[src/rtl/reg_dump_reader_if.sv]
// Word-stream channel carrying a framed register dump from reader to sink.
interface reg_dump_reader_if #(
  parameter int WIDTH = 16
);
  logic [WIDTH-1:0] out_data;
  logic             out_valid;
  logic             out_ready;
  logic             out_last;

  modport master (output out_data, output out_valid, output out_last, input out_ready);
  modport slave  (input out_data, input out_valid, input out_last, output out_ready);
endinterface

[src/rtl/reg_dump_reader.sv]
// Walks a register array through a combinational read port and streams
// header, NREG register words and an XOR checksum over a valid/ready channel.
module reg_dump_reader #(
  parameter int               WIDTH  = 16,
  parameter int               NREG   = 4,
  parameter int               AW     = 2,
  parameter logic [WIDTH-1:0] HEADER = 16'hA55A
) (
  input  logic                 clk,
  input  logic                 rst,
  input  logic                 start,
  output logic [AW-1:0]        rd_addr,
  input  logic [WIDTH-1:0]     rd_data,
  reg_dump_reader_if.master    stream,
  output logic                 busy,
  output logic [7:0]           frame_cnt
);

  typedef enum logic [2:0] {IDLE, HEAD, FETCH, SEND, SUM} state_t;

  localparam logic [AW-1:0] LAST_IDX = AW'(NREG - 1);

  state_t           state_reg, state_next;
  logic [AW-1:0]    idx_reg, idx_next;
  logic [AW-1:0]    addr_reg, addr_next;
  logic [WIDTH-1:0] sum_reg, sum_next;
  logic [WIDTH-1:0] data_reg, data_next;
  logic             valid_reg, valid_next;
  logic             last_reg, last_next;
  logic             busy_reg, busy_next;
  logic [7:0]       cnt_reg, cnt_next;
  logic             xfer;

  assign xfer = valid_reg & stream.out_ready;

  always_ff @(posedge clk or negedge rst) begin
    if (!rst) begin
      state_reg <= IDLE;
      idx_reg   <= '0;
      addr_reg  <= '0;
      sum_reg   <= '0;
      data_reg  <= '0;
      valid_reg <= 1'b0;
      last_reg  <= 1'b0;
      busy_reg  <= 1'b0;
      cnt_reg   <= '0;
    end else begin
      state_reg <= state_next;
      idx_reg   <= idx_next;
      addr_reg  <= addr_next;
      sum_reg   <= sum_next;
      data_reg  <= data_next;
      valid_reg <= valid_next;
      last_reg  <= last_next;
      busy_reg  <= busy_next;
      cnt_reg   <= cnt_next;
    end
  end

  always_comb begin
    state_next = state_reg;
    idx_next   = idx_reg;
    addr_next  = addr_reg;
    sum_next   = sum_reg;
    data_next  = data_reg;
    valid_next = valid_reg;
    last_next  = last_reg;
    cnt_next   = cnt_reg;
    case (state_reg)
      IDLE: if (start) begin
        data_next  = HEADER;
        valid_next = 1'b1;
        sum_next   = '0;
        idx_next   = '0;
        state_next = HEAD;
      end
      HEAD: if (xfer) begin
        valid_next = 1'b0;
        addr_next  = '0;
        state_next = FETCH;
      end
      // rd_addr has been stable for a full cycle by the time it is sampled here
      FETCH: begin
        data_next  = rd_data;
        sum_next   = sum_reg ^ rd_data;
        valid_next = 1'b1;
        state_next = SEND;
      end
      SEND: if (xfer) begin
        if (idx_reg == LAST_IDX) begin
          data_next  = sum_reg;
          last_next  = 1'b1;
          state_next = SUM;
        end else begin
          idx_next   = idx_reg + 1'b1;
          addr_next  = idx_reg + 1'b1;
          valid_next = 1'b0;
          state_next = FETCH;
        end
      end
      SUM: if (xfer) begin
        valid_next = 1'b0;
        last_next  = 1'b0;
        addr_next  = '0;
        cnt_next   = cnt_reg + 8'd1;
        state_next = IDLE;
      end
      default: state_next = IDLE;
    endcase
  end

  assign busy_next = (state_next != IDLE);

  assign rd_addr          = addr_reg;
  assign stream.out_data  = data_reg;
  assign stream.out_valid = valid_reg;
  assign stream.out_last  = last_reg;
  assign busy             = busy_reg;
  assign frame_cnt        = cnt_reg;

endmodule
[src/flat_wrapper.sv]
// flat-port wrapper written by rule: the top's interface ports become plain ports
module reg_dump_reader_flat 
#(
  parameter int               WIDTH  = 16,
  parameter int               NREG   = 4,
  parameter int               AW     = 2,
  parameter logic [WIDTH-1:0] HEADER = 16'hA55A
)
  (clk, rst, start, rd_addr, rd_data, busy, frame_cnt, stream_out_data, stream_out_valid, stream_out_last, stream_out_ready);
  reg_dump_reader_if #(.WIDTH(WIDTH)) stream_i ();
  input  logic clk;
  input  logic rst;
  input  logic start;
  output logic [AW-1:0] rd_addr;
  input  logic [WIDTH-1:0] rd_data;
  output logic busy;
  output logic [7:0] frame_cnt;
  output wire logic [$bits(stream_i.out_data)-1:0] stream_out_data;
  output wire logic [$bits(stream_i.out_valid)-1:0] stream_out_valid;
  output wire logic [$bits(stream_i.out_last)-1:0] stream_out_last;
  input wire logic [$bits(stream_i.out_ready)-1:0] stream_out_ready;
  assign stream_out_data = stream_i.out_data;
  assign stream_out_valid = stream_i.out_valid;
  assign stream_out_last = stream_i.out_last;
  assign stream_i.out_ready = stream_out_ready;
  reg_dump_reader #(.WIDTH(WIDTH), .NREG(NREG), .AW(AW), .HEADER(HEADER)) u_core (.clk(clk), .rst(rst), .start(start), .rd_addr(rd_addr), .rd_data(rd_data), .stream(stream_i), .busy(busy), .frame_cnt(frame_cnt));
endmodule
[config.mk]
export PLATFORM = sky130hd
export DESIGN_NAME = reg_dump_reader_flat
export DESIGN_NICKNAME = d
export VERILOG_FILES = /design/src/rtl/reg_dump_reader_if.sv /design/src/rtl/reg_dump_reader.sv /design/src/flat_wrapper.sv
export SDC_FILE = /design/constraint.sdc
export NUM_CORES = 1
export LEC_CHECK = 0
export BUFFER_PORTS_ARGS = -buffer_cell sky130_fd_sc_hd__buf_2
export CAP_MARGIN = 30
export CORE_ASPECT_RATIO = 0.6
export CORE_MARGIN = 1
export CORE_UTILIZATION = 38
export DETAILED_ROUTE_END_ITERATION = 10
export GPL_ROUTABILITY_DRIVEN = 0
export SLEW_MARGIN = 15
export SYNTH_ARGS = -nofsm -noshare
export SYNTH_HDL_FRONTEND = slang
export SYNTH_SLANG_ARGS = --single-unit
[constraint.sdc]
create_clock -name clk -period 1.7 [get_ports clk]
set_clock_uncertainty 0.1 [all_clocks]
set_input_delay 0.17 -clock clk [delete_from_list [all_inputs] [get_ports clk]]
set_output_delay 0.17 -clock clk [all_outputs]
set_load 0.03 [all_outputs]
# Word level (Yosys, flattened, before mapping)
# Index checks and enable logic that the tools add are counted.
# totals
register_bits	50
in_bits	20
out_inout_bits	29
elab_cells	66
# classes
add_sub_neg	2
n_eq_ne	11
muxes	26
n_bitwise	2
n_reduce_logical	16
# op_table
cell	n
$mux 16	4
$pmux 16 s3	1
$pmux 16 s2	1
$reduce_and 4->1	4
$xor 16x16->16	1
$mux 3	5
$pmux 3 s5	1
$add 8x1->8 const B	1
$mux 2	4
$ne 2x1->1 const B	4
$pmux 2 s2	2
$reduce_bool 2->1	4
$eq 3x2->1 const B	2
$mux 1	6
$reduce_bool 3->1	2
$reduce_and 5->1	1
$ne 2x2->1 const B	2
$pmux 1 s4	1
$reduce_and 2->1	2
$reduce_bool 4->1	1
$eq 3x1->1 const B	1
$eq 3x3->1 const B	1
$logic_not 3->1	1
$add 2x1->2 const B	1
4 further kinds	4

# Depth between registers and ports, before layout
# Gate-level depths: netlist (run 1).
# logic_depth
word_depth	5
ltp_mapped	6
mapped_depth_nobuf	5

# Worst setup path after synthesis (run 1)
# No wires, ideal clock.
# synth_path
kind	reg2reg
from	register u_core.valid_reg, in the netlist u_core.stream.out_valid
to	register u_core.cnt_reg[1], in the netlist u_core.frame_cnt[1]
setup_ps	125
arrival_ps	1498
required_ps	1475
setup_slack_ps	-23
stages_incl_launch_ff	4
n_path_buf	0
synth_period_minus_slack_ps	1723
cell_sequence	dfrtp_1 nand3b_1 nor3b_2 mux2_2
# synth_via
elab_chain_cells	2
# synth_rtl
item	line	source
start: declaration	reg_dump_reader.sv:28	logic valid_reg, valid_next;
start signal: assignment	reg_dump_reader.sv:53	valid_reg <= valid_next;
$and 1x1->1	reg_dump_reader.sv:34	assign xfer = valid_reg & stream.out_ready;
$reduce_and 2->1 (no line)	-	
end signal: assignment	reg_dump_reader.sv:56	cnt_reg <= cnt_next;
end: declaration	reg_dump_reader.sv:31	logic [7:0] cnt_reg, cnt_next;
# Every way passes these cells.
# A chain may end at the register's enable or synchronous reset.

# Final worst setup path (run 1)
# layout_path
from	register u_core.idx_reg[0]
to	register u_core.data_reg[2], in the netlist u_core.stream.out_data[2]
# layout_via
elab_chain_cells	3
# layout_rtl
item	line	source
start: declaration	reg_dump_reader.sv:24	logic [AW-1:0] idx_reg, idx_next;
start signal: assignment	reg_dump_reader.sv:49	idx_reg <= idx_next;
$eq 2x2->1	reg_dump_reader.sv:90	if (idx_reg == LAST_IDX) begin
$ne 2x1->1 (no line)	-	
$reduce_and 4->1 (no line)	-	
end signal: assignment	reg_dump_reader.sv:52	data_reg <= data_next;
end: declaration	reg_dump_reader.sv:27	logic [WIDTH-1:0] data_reg, data_next;
# Every way passes these cells.

==> qor.yml, run 1 <==
synthesis:
  muxShareOfSynthArea: 0.0716
  synth_top_family_by_area: "simple AND/OR/NAND/NOR gates"
  syn_area_sq_um: 2390
  yosysMostFrequentCell: "dfrtp_1"
  syn_avg_cell_area_sq_um: 10.3
  yosys.area_share.adder: 0.0105
  yosys_warnings: 0
  ys_ff_latch: 50
  async_flop_share: 1.00
  synthTopCellsByArea: "dfrtp_1 (52%), nand2_1 (6.7%), mux2i_1 (6.7%)"
  synthFlopType: "dfrtp_1"
  synthSimpleGateAreaFrac: 0.186
  synthTopCellsByCount: "dfrtp_1 (50), nand2_1 (43), o21ai_0 (19)"
  ys_seq_area_frac: 0.523
  synth_edf_count: 0
  synth_compound_area_frac: 0.147
  yosysUniqueCellTypes: 39
  synth_top_area_share: 0.523
  synth_largest_area_cell: "dfrtp_1"
  synthCells: 233
  synth_fp_nets: 255
  synth-xor-area-share: 0.0256
global_route:
  overflow: 0
  grt_pass1_vias: 1762
  grtUsageTotal: 0.164
  grt_max_degree: 51
  antenna_found_initial: 0
  grt_pass1_wl_um: 8550
power:
  power.density_nw_per_um2: 1720
  peakVddDrop_uv: 711
  internal-power_mw: 2.94
  power.switching_mw: 2.11
  seq_power_share: 0.385
  power.share.clock: 0.137
  comb_power_share: 0.478
  cellLeakagePower_nw: 1.50
  swShare: 0.418
place:
  dpl.hpwl_um: 3610
  place_area_sq_um: 2830
  portBuffers: 48
  dp_slack_ns: 0.0714
setup_path:
  crit_path_end_kind: "flip-flop"
  required_ns: 1.81
  start_kind: "flip-flop"
  r2r_slack_ns: 0.10
  cp_max_fo: 32
  cp.arrival_ns: 1.71
  criticalPathCategory: "flip-flop to flip-flop"
  timing.rr.end: "u_core.stream.out_data[2]$_DFFE_PN0P_"
  ff2ff_path_depth: 5
  regToRegStartpoint: "u_core.idx_reg[0]$_DFFE_PN0P_"
worst_hold_path:
  min_path_cells: 3
  hold_start: "rd_data[10]"
  min_to: "u_core.sum_reg[10]$_DFFE_PN0P_"
  hold_class: "primary input to flip-flop"
clock_tree:
  cts_setup_buffers: 0
  numCtsBuffers: 5
  clkSinkCount: 50
  insertion_delay_ns: 0.29
  cts_tree: "yes"
  root_buffer: "clkbuf_8"
  path_clk_slew_ns: 0.09
  cts_buffer_depth: 2
  h-tree-depth: 2
cells_and_area:
  layout-drive-gt1-share: 0.289
  fin_util: 0.506
  syn_to_final_growth_pct: 22.8
  final_design_area_no_fill_sq_um: 2940
  diodes: 0
  nNetsFinal: 315
  fillerInstances: 553
sta:
  fmax_ghz: 0.626
  drv_slew: 0
  rsz0062_at_grt: "false"
  tightest_slew_ns: 0.389
  finalSetupTns_ns: 0
  fin_crit_ns: 1.60
  setup_viol: 0
  relSlewSlack: 0.741
  final.period_utilization: 0.940
  hold_viol: 0
  timing.final.ws_setup_ns: 0.102
die:
  fp.dieW_um: 104
  die_h_um: 63.5
  core_sq_um: 5810
  io_pins: 49
  die_area_sq_um: 6630
  rows: 21
  start_util: 0.412
routing:
  ant_nets: 0
  vias_per_cell: 4.95
  drt_iter0_markers: 73
  num_vias: 1852
  routed_wl_um: 4950
  first_pass_iters: 4
  wl_per_cell_um: 13.2
  route.detailed.drc: 0
run_status:
  status: "finished, final reports clean"
run:
  cap_violations: 0
## cells in the final DEF, fill, tap and decap left out, drive strengths merged, types with 2 or more instances in the layout
cell type / netlist / routed
nor2b: 8 / 8
nor3: 4 / 4
dfrtp: 50 / 50
ha: 2 / 2
nor2: 5 / 5
mux2i: 16 / 16
a211oi: 8 / 8
nand4: 4 / 4
o31ai: 10 / 10
inv: 2 / 2
nand3: 11 / 11
nor3b: 2 / 2
o21ai: 20 / 20
nand3b: 2 / 2
a22o: 2 / 2
a21oi: 3 / 3
nand2: 43 / 43
and3: 3 / 3
a21o: 2 / 2
xnor2: 6 / 6
buf: 13 / 67
nand2b: 4 / 4
clkbuf: 2 / 7
## cell families after synthesis
logic type      after synthesis
compound gates               50
xor+xnor                      7
fa+ha+maj                     2
buf+inv                      17
flops                        50
mux                          17
simple gates                 90
## worst max-delay path, cell delays in order, from the launching register on
cell and delay (ns):
dfrtp_1 0.38, ha_1 0.18, nand3_1 0.11, a221o_1 0.35, buf_12 0.18, o31ai_2 0.22
## how the worst max path moves through the flow
stage               slack (ns)                                      to  cells after the start                                 from
finish                    0.10   u_core.stream.out_data[2]$_DFFE_PN0P_                      5        u_core.idx_reg[0]$_DFFE_PN0P_
global route             0.006  u_core.stream.out_data[11]$_DFFE_PN0P_                      5        u_core.idx_reg[0]$_DFFE_PN0P_
CTS                       0.05   u_core.stream.out_data[2]$_DFFE_PN0P_                      5        u_core.idx_reg[0]$_DFFE_PN0P_
detailed placement        0.07   u_core.stream.out_data[2]$_DFFE_PN0P_                      5        u_core.idx_reg[0]$_DFFE_PN0P_
global placement          0.12         u_core.frame_cnt[5]$_DFFE_PN0P_                      5        u_core.state_reg[1]$_DFF_PN0_
floorplan                 0.02         u_core.frame_cnt[1]$_DFFE_PN0P_                      3  u_core.stream.out_valid$_DFFE_PN0P_
## stage by stage
| stage | hold slack, ns | total power [mW] | std cells |
|---|---|---|---|
| 3_5_place_dp | 0.0775 | 4.37 | 365 |
| 3_3_place_gp | 0.0796 | 4.32 | 365 |
| 4_1_cts | 0.0311 | 5.07 | 374 |
| 6_report | 0.0426 | 5.05 | 374 |
| 5_1_grt | 0.0267 | 5.46 | 374 |
| 2_1_floorplan | -0.226 | 3.66 | 233 |
## final cells by class
type | count | area (sq um) | area share
flip-flops and latches | 50 | 1250 | 0.426
multi-input cells | 166 | 1070 | 0.364
repair buffers | 68 | 418 | 0.142
well taps | 80 | 100 | 0.0341
clock buffers | 7 | 86.3 | 0.0294
inverters | 2 | 7.51 | 0.00255
clock inverters | 1 | 5.00 | 0.00170
## power groups by stage
stage | Clock (mW) | Combinational, mW | Sequential [mW]
3_3_place_gp | 0 | 2.37 | 1.95
3_5_place_dp | 0 | 2.40 | 1.96
5_1_grt | 0.779 | 2.68 | 2.00
6_report | 0.692 | 2.41 | 1.94
4_1_cts | 0.724 | 2.41 | 1.94
2_1_floorplan | 0 | 1.34 | 2.31
## metal layers
metal,GRT usage,part of all wire
met5,0,0
met4,0.0429,0.0042
met2,0.228,0.39
met1,0.251,0.55
met3,0.0383,0.050
## timing repair
action	4_1_cts	5_1_grt
hold buffers	1	0
resized for setup	0	2
endpoints found under the hold margin	50	0
setup endpoints to repair	0	2
Note: power is estimated with default switching activity, not from simulation.
==> inputs of run 2 (changes only) <==
--- a/config.mk
+++ b/config.mk
@@ -10,8 +10,10 @@
 export CORE_ASPECT_RATIO = 0.6
 export CORE_MARGIN = 1
 export CORE_UTILIZATION = 38
+export CTS_BUF_LIST = sky130_fd_sc_hd__clkbuf_2 sky130_fd_sc_hd__clkbuf_4 sky130_fd_sc_hd__clkbuf_8
 export DETAILED_ROUTE_END_ITERATION = 10
 export GPL_ROUTABILITY_DRIVEN = 0
+export GPL_TIMING_DRIVEN = 0
 export SLEW_MARGIN = 15
 export SYNTH_ARGS = -nofsm -noshare
 export SYNTH_HDL_FRONTEND = slang
==> qor.yml, run 2 (same netlist as run 1, synthesis figures left out) <==
setup_path:
  required_ns: 1.82
  regToRegStartpoint: "u_core.state_reg[0]$_DFF_PN0_"
  cp.arrival_ns: 1.82
  cp_max_fo: 7
  ff2ff_path_depth: 5
  crit_path_end_kind: "flip-flop"
  criticalPathCategory: "flip-flop to flip-flop"
  timing.rr.end: "u_core.stream.out_data[5]$_DFFE_PN0P_"
  r2r_slack_ns: 0.006
  start_kind: "flip-flop"
  cp-startpoint: "u_core.state_reg[0]$_DFF_PN0_"
  crit_end: "u_core.stream.out_data[5]$_DFFE_PN0P_"
routing:
  drt_iter0_markers: 100
  routed_wl_um: 5660
  wl_per_cell_um: 14.9
  route.detailed.drc: 0
  ant_nets: 0
  num_vias: 1951
  first_pass_iters: 4
  vias_per_cell: 5.12
sta:
  drv_slew: 0
  fmax_ghz: 0.590
  hold_viol: 0
  fin_crit_ns: 1.69
  relSlewSlack: 0.688
  tightest_slew_ns: 0.467
  setup_viol: 0
  rsz0062_at_grt: "true"
  final.period_utilization: 0.996
run:
  cap_violations: 0
cells_and_area:
  final_design_area_no_fill_sq_um: 3080
  fillerInstances: 545
  diodes: 0
  final_cell_mix: "buf_2 (54), dfrtp_1 (49), nand2_1 (42), mux2i_1 (16), o21ai_0 (13)"
  layout_commonest_cell: "buf_2"
  layout-drive-gt1-share: 0.326
  nNetsFinal: 322
  syn_to_final_growth_pct: 28.5
die:
  start_util: 0.412
  die_h_um: 63.5
  fp.dieW_um: 104
  io_pins: 49
  rows: 21
  core_sq_um: 5810
  die_area_sq_um: 6630
place:
  place_area_sq_um: 2760
  portBuffers: 48
  dpl.hpwl_um: 3900
global_route:
  grt_max_degree: 32
  antenna_found_initial: 0
  grt_pass1_wl_um: 9630
  grtUsageTotal: 0.185
  overflow: 0
  grt_pass1_vias: 1923
power:
  power.switching_mw: 2.32
  seq_power_share: 0.344
  peakVddDrop_uv: 720
  power.share.clock: 0.182
  total_power_mw: 5.68
  swShare: 0.408
  power.density_nw_per_um2: 1850
  internal-power_mw: 3.36
  comb_power_share: 0.474
  cellLeakagePower_nw: 1.55
worst_hold_path:
  hold_start: "rd_data[3]"
  hold_class: "primary input to flip-flop"
run_status:
  status: "finished, final reports clean"
clock_tree:
  cts_tree: "yes"
  numCtsBuffers: 5
  insertion_delay_ns: 0.30
  path_clk_slew_ns: 0.09
  cts_buffer_depth: 2
  clkSinkCount: 50
  root_buffer: "clkbuf_8"
  h-tree-depth: 2
==> run 2: cell type report <==
cell class | count | area, sq um | share of cell area
flip-flops and latches | 50 | 1250 | 0.407
multi-input cells | 166 | 1110 | 0.362
repair buffers | 61 | 354 | 0.115
plain buffers | 14 | 108 | 0.0350
well taps | 80 | 100 | 0.0325
clock buffers | 6 | 82.6 | 0.0268
clock inverters | 2 | 60.1 | 0.0195
inverters | 2 | 7.51 | 0.00244
==> run 2: per-layer routing <==
layer / part of all wire / GRT usage / up-vias
met5: 0 / 0 / -
met1: 0.53 / 0.270 / 935
met4: 0.0074 / 0.0429 / 0
li1: - / - / 963
met2: 0.41 / 0.280 / 48
met3: 0.049 / 0.0414 / 5
==> run 2: power groups by stage <==
| stage | combinational (mW) | sequential (mW) | clock (mW) |
|---|---|---|---|
| after global placement | 2.31 | 1.93 | 0 |
| after detailed placement | 2.36 | 1.95 | 0 |
| after global routing | 2.95 | 2.02 | 1.11 |
| after floorplan | 1.34 | 2.31 | 0 |
| after CTS | 2.44 | 1.94 | 1.06 |
| final | 2.69 | 1.95 | 1.04 |
==> run 2: through the flow <==
step	util	hold WS [ns]	setup WS (ns)	setup TNS, ns	std cells
6_report	0.530	0.0360	0.00643	0	381
5_1_grt	0.530	0.0334	-0.0561	-0.334	381
2_1_floorplan	-	-0.226	0.0241	0	233
3_3_place_gp	0.472	0.343	-0.0516	-0.727	361
4_1_cts	0.510	0.0283	0.00793	0	373
3_5_place_dp	0.475	0.0535	-0.0786	-1.15	362
==> run 2: what timing repair did <==
action / CTS / global route
pin swaps: 2 / 6
resized for setup: 8 / 25
gates cloned: 0 / 2
endpoints found under the setup margin: 28 / 34
buffers inserted: 3 / 6
endpoints found under the hold margin: 19 / 0
hold buffers: 1 / 0
==> run 2: worst max-delay path, stage by stage, from the launching register on <==
cell,delay [ns]
dfrtp_1,0.39
buf_6,0.13
and3b_1,0.15
a221o_2,0.45
buf_4,0.20
o31ai_2,0.20
==> run 2: worst min path at each step <==
stage / slack, ns / to / cells after the start
after CTS: 0.03 / u_core.sum_reg[2]$_DFFE_PN0P_ / 3
after detailed placement: 0.05 / u_core.stream.out_data[8]$_DFFE_PN0P_ / 1
after floorplan: -0.23 / u_core.busy$_DFF_PN0_ / 0
final: 0.04 / u_core.sum_reg[3]$_DFFE_PN0P_ / 3
after global routing: 0.03 / u_core.sum_reg[7]$_DFFE_PN0P_ / 3
after global placement: 0.34 / u_core.sum_reg[10]$_DFFE_PN0P_ / 3
